$ cat src/rtl/nv_ram_fifo_ctrl_256x128.sv
// Valid/ready FIFO controller for a 256x128 register-file RAM. Holds only
// pointers and flags; the payload lives in the RAM, the head is prefetched.
module nv_ram_fifo_ctrl_256x128 (
    input  logic         clk,
    input  logic         rst,
    input  logic         wr_pvld,
    output logic         wr_prdy,
    input  logic [127:0] wr_pd,
    output logic         rd_pvld,
    input  logic         rd_prdy,
    output logic [127:0] rd_pd,
    output logic [8:0]   fifo_count,
    output logic [7:0]   ram_wa,
    output logic         ram_we,
    output logic [127:0] ram_di,
    output logic [7:0]   ram_ra,
    output logic         ram_re,
    input  logic [127:0] ram_dout
);

    localparam logic [8:0] DEPTH = 9'd256;

    logic [7:0] wr_ptr_r;
    logic [7:0] rd_ptr_r;
    logic [8:0] count_r;
    logic       out_vld_r;
    logic       wr_prdy_r;

    logic       push_s;
    logic       pop_s;
    logic       fetch_s;
    logic [8:0] avail_s;
    logic [8:0] count_nxt_s;
    logic       out_vld_nxt_s;
    logic       wr_prdy_nxt_s;

    // Handshakes and the prefetch decision; avail excludes the entry already presented.
    always_comb begin
        push_s  = wr_pvld & wr_prdy_r;
        pop_s   = out_vld_r & rd_prdy;
        avail_s = count_r - {8'd0, out_vld_r};
        fetch_s = (~out_vld_r | pop_s) & ((avail_s != 9'd0) | push_s);
    end

    // Next occupancy; ready is derived from it so wr_prdy has no input-to-output path.
    always_comb begin
        count_nxt_s = count_r;
        case ({push_s, pop_s})
            2'b10:   count_nxt_s = count_r + 9'd1;
            2'b01:   count_nxt_s = count_r - 9'd1;
            default: count_nxt_s = count_r;
        endcase
        wr_prdy_nxt_s = (count_nxt_s != DEPTH);
    end

    // Presented-head valid: a fetch refills it, a pop without refill empties it.
    always_comb begin
        if (fetch_s) begin
            out_vld_nxt_s = 1'b1;
        end else if (pop_s) begin
            out_vld_nxt_s = 1'b0;
        end else begin
            out_vld_nxt_s = out_vld_r;
        end
    end

    // Pointer, occupancy and flag registers.
    always_ff @(posedge clk or posedge rst) begin
        if (rst) begin
            wr_ptr_r  <= 8'd0;
            rd_ptr_r  <= 8'd0;
            count_r   <= 9'd0;
            out_vld_r <= 1'b0;
            wr_prdy_r <= 1'b0;
        end else begin
            if (push_s) begin
                wr_ptr_r <= wr_ptr_r + 8'd1;
            end
            if (fetch_s) begin
                rd_ptr_r <= rd_ptr_r + 8'd1;
            end
            count_r   <= count_nxt_s;
            out_vld_r <= out_vld_nxt_s;
            wr_prdy_r <= wr_prdy_nxt_s;
        end
    end

    // RAM ports; a same-cycle fetch of the row being written needs no bypass.
    always_comb begin
        ram_we     = push_s;
        ram_wa     = wr_ptr_r;
        ram_di     = wr_pd;
        ram_re     = fetch_s;
        ram_ra     = rd_ptr_r;
        rd_pd      = ram_dout;
        rd_pvld    = out_vld_r;
        wr_prdy    = wr_prdy_r;
        fifo_count = count_r;
    end

endmodule

$ cat config.mk
export PLATFORM = sky130hd
export DESIGN_NAME = nv_ram_fifo_ctrl_256x128
export DESIGN_NICKNAME = d
export VERILOG_FILES = /design/src/rtl/nv_ram_fifo_ctrl_256x128.sv
export SDC_FILE = /design/constraint.sdc
export NUM_CORES = 1
export LEC_CHECK = 0
export CORE_AREA = 2 2 210 212
export DETAILED_ROUTE_END_ITERATION = 7
export DIE_AREA = 0 0 212 214
export GPL_TIMING_DRIVEN = 0
export PLACE_DENSITY = 0.45
export SLEW_MARGIN = 20
export SYNTH_ARGS = -nofsm -noshare
export SYNTH_HDL_FRONTEND = slang
export SYNTH_SLANG_ARGS = --single-unit
$ cat constraint.sdc
create_clock -name clk -period 3.2 [get_ports clk]
set_input_delay 0.64 -clock clk [delete_from_list [all_inputs] [get_ports clk]]
set_output_delay 0.64 -clock clk [all_outputs]
set_load 0.02 [all_outputs]
==> summary.md <==
| Metric | Value |
|---|---|
| Post-DRT Antenna Nets | 0 |
| Reg-to-Reg Start | wr_prdy |
| Detailed placer's ending HPWL | 13800 um |
| Worst reg2reg path depth | 12 |
| Tmin final | just over 3 ns |
| Crit path max fanout | 10 |
| FF-to-FF setup slack | approximately 0.22 ns |
| Async set-reset flop share out of synthesis | between 90% and 100% |
| PnR worst setup slack | slightly below 0.1 ns |
| Post-synthesis compound-gate area fraction | around 6% |
| M2 GR Usage | 12.3% |
| Grt ovf | 0 |
| WS Path Type | input port to flip-flop |
| CTS sink cnt | 27 |
| Fraction of layout cells with a size suffix above 1 | 40.6% |
| I/O pins | between 500 and 600 |
| Largest family of logic cells by synthesized area | buffers and inverters |
| Final nets | 972 |
| Vias per cell | 2.75 |
| Overall routing resource usage | approximately 6.2% |
| GP Congestion | 0.749 |
| DRT Wirelength | around 16000 um |
| Met3 usage | under 10% |
| Initial drt markers | 78 |
| Gate count of the mapped netlist | ~410 |
| H-tree Lvls | 1 |
| Max cap viols | 0 |
| Vias in the first global route | roughly 3500 |
| Min-Delay Startpoint | ram_ra[7] |
| Bufs on Longest Clock Path | 2 |
| Clk root buf | clkbuf_16 |
| Fmax | 0.322 GHz |
| Total of warnings raised by yosys | 0 |
| WL/cell | between 10 and 15 um |
| Setup WS pre-CTS | -0.902 ns |
| Core area | around 43000 sq um |
| Layout area overhead | 109% |
| Crit path DAT | around 3.3 ns |
| Fin area | 7260 sq um |
| Worst VDD drop | between 0.15 and 0.2 mV |
| Number of remaining DRC errors | 0 |
| Pleak | around 3.1 nW |
| Port bufs | 288 |
| Drt pass-1 iters | 4 |
| Vias | approximately 3500 |
| Max-slew violation count | 0 |
| Die H | between 200 and 250 um |
| Placed Instance Area | ~7100 sq um |
| Mapped Area | about 3500 sq um |
| Post-synth top flop | dfrtp_1 |
| Antenna violations before repair | 3 |
| Hold-fix buffers at CTS | 0 |
| Tcrit/Tclk final | about 97% |
| Worst Hold Slack | 0.483 ns |
| Netlist cell types | 43 |
| Slew HR | 54.8% |
| Post-synthesis mux area share | less than 1% |
| Die X | approximately 210 um |
| Clk Latency, worst-skew pair | about 0.28 ns |
| XOR/XNOR share of the synthesized area | about 6.0% |
| TritonCTS buffer count | 3 |
| Finished Layout Cells | approximately 1300 |
| Worst setup SP type | input port |
| Final setup fails | 0 |
| RSZ-0062 raised after global routing | yes |
| Final Util | between 15 and 20% |
| Placed cells | approximately 1300 |
| First-pass GRT wire length | 20900 um |
| Fillers | roughly 4800 |
| Data required time of the critical path | ~3.4 ns |
| Worst Skew | about 0.0066 ns |
| Pwr Density | ~400 nW/um^2 |
| Adder-Cell Fraction of Synth Area | ~2.2% |
| Synthesized netlist net count | between 600 and 700 |
| Final Hold Violating Endpoints | 0 |
| HP Class | flip-flop to flip-flop |
| CTS tree | yes |
| FF+latch count, synth | 27 |
| Hold EP | ram_ra[7] |
| Die ar. | ~45000 sq um |
| Row count | 76 |
| Post-synthesis sequential area ratio | 19.4% |
| Most frequent cells in the layout | clkdlybuf4s50_1 (285), buf_4 (260), dfrtp_1 (27) |
| Slew @ Worst Pin | roughly 0.68 ns |
| Worst-path clk slew | roughly 0.08 ns |
| Worst Hold Depth | 1 |
| Worst Setup End Kind | flip-flop |
| Number of synthesized flops with an enable pin | 0 |
| Starting Density | 8.11% |
| Reg-to-reg endpoint | wr_prdy |
| Commonest non-fill, non-tap cell in the layout | clkdlybuf4s50_1 |
| Synth Area in Simple Gates | ~8.3% |
| Run status | completed |
| Busiest grt layer | met2 |
| Global routing usage on met1 | 5.79% |
| Largest net degree at the start of global routing | 28 |
| Syn avg cell area | ~8.5 sq um |
cell type report:
type                            count  area (sq um)  share of cell area (%)
Clock buffer                        3          75.1                    1.03
Inverter                            5          18.8                   0.258
Antenna cell                        1          2.50                  0.0344
Tap cell                          585           732                    10.1
Buffer                            264          1980                    27.2
Clock inverter                      1          5.00                  0.0689
Multi-Input combinational cell    112           856                    11.8
Timing Repair Buffer              293          2920                    40.2
Sequential cell                    27           676                    9.30
worst max path at each step:
stage	from	slack (ns)	end	depth (start not counted)
global placement	wr_pvld	-0.94	wr_prdy	12
CTS	fifo_count[4]	0.004	ram_re	4
global route	wr_pvld	-0.01	wr_prdy	12
floorplan	rd_prdy	0.01	wr_prdy	11
detailed placement	wr_pvld	-0.90	wr_prdy	12
finish	rd_prdy	0.1	wr_prdy	13
metal layers:
layer  vias up  part of all wire [%]
met1      1589                    31
met5         -                 0.058
li1       1654                     -
met3        13                    12
met4         2                   1.9
met2       287                    55
per-stage QoR:
step                      TNS (ns)  power (mW)
final                            0        2.93
after global routing       -0.0120        3.16
after CTS                        0        2.99
after detailed placement     -1.27        2.61
after global placement       -1.31        2.61
after floorplan                  0        1.75
critical path, cell delays in order:
cell and delay (ns):
dlygate4sd2_1 0.24, and2_4 0.15, ha_4 0.16, buf_6 0.14
xor2_1 0.16, ha_2 0.20, buf_6 0.13, or3b_1 0.38
a211oi_2 0.23, a22oi_2 0.11, xnor2_2 0.17, nand2b_1 0.06
or4_1 0.47
cell usage after synthesis, types with 5 or more instances:
library cell | number | area, sq um
dfrtp_1 | 27 | 676
xor2_1 | 8 | 70.1
buf_4 | 256 | 1920
inv_1 | 5 | 18.8
buf_2 | 5 | 25.0
xnor2_1 | 16 | 140
ha_1 | 6 | 75.1
nand3_1 | 5 | 25.0
nand2b_1 | 5 | 31.3
a21oi_1 | 7 | 35.0
nand2_1 | 9 | 33.8
nor2_1 | 8 | 30.0
registers in the layout, indices dropped and copies added, names as in the netlist:
signal,count
fifo_count,9
ram_ra,8
ram_wa,8
rd_pvld,1
wr_prdy,1
cells by family (layout without fill, tap and decap cells):
| group | count (synthesis) | after routing |
|---|---|---|
| flops | 27 | 27 |
| simple gates | 51 | 51 |
| buf+inv | 270 | 566 |
| fa+ha+maj | 6 | 6 |
| mux | 2 | 2 |
| xor+xnor | 24 | 24 |
| compound gates | 29 | 29 |
| other cells | 0 | 1 |
report_power, final:
part           switching [mW]  internal, mW
Clock                   0.150         0.170
Combinational           0.931         0.992
Sequential              0.207         0.485
Total                    1.29          1.65
what timing repair did:
action / in CTS / in global routing
setup buffers: 5 / 0
resized for setup: 9 / 4
pin swaps: 11 / 3
setup endpoints to repair: 2 / 2
(Power assumes the default switching activity.)
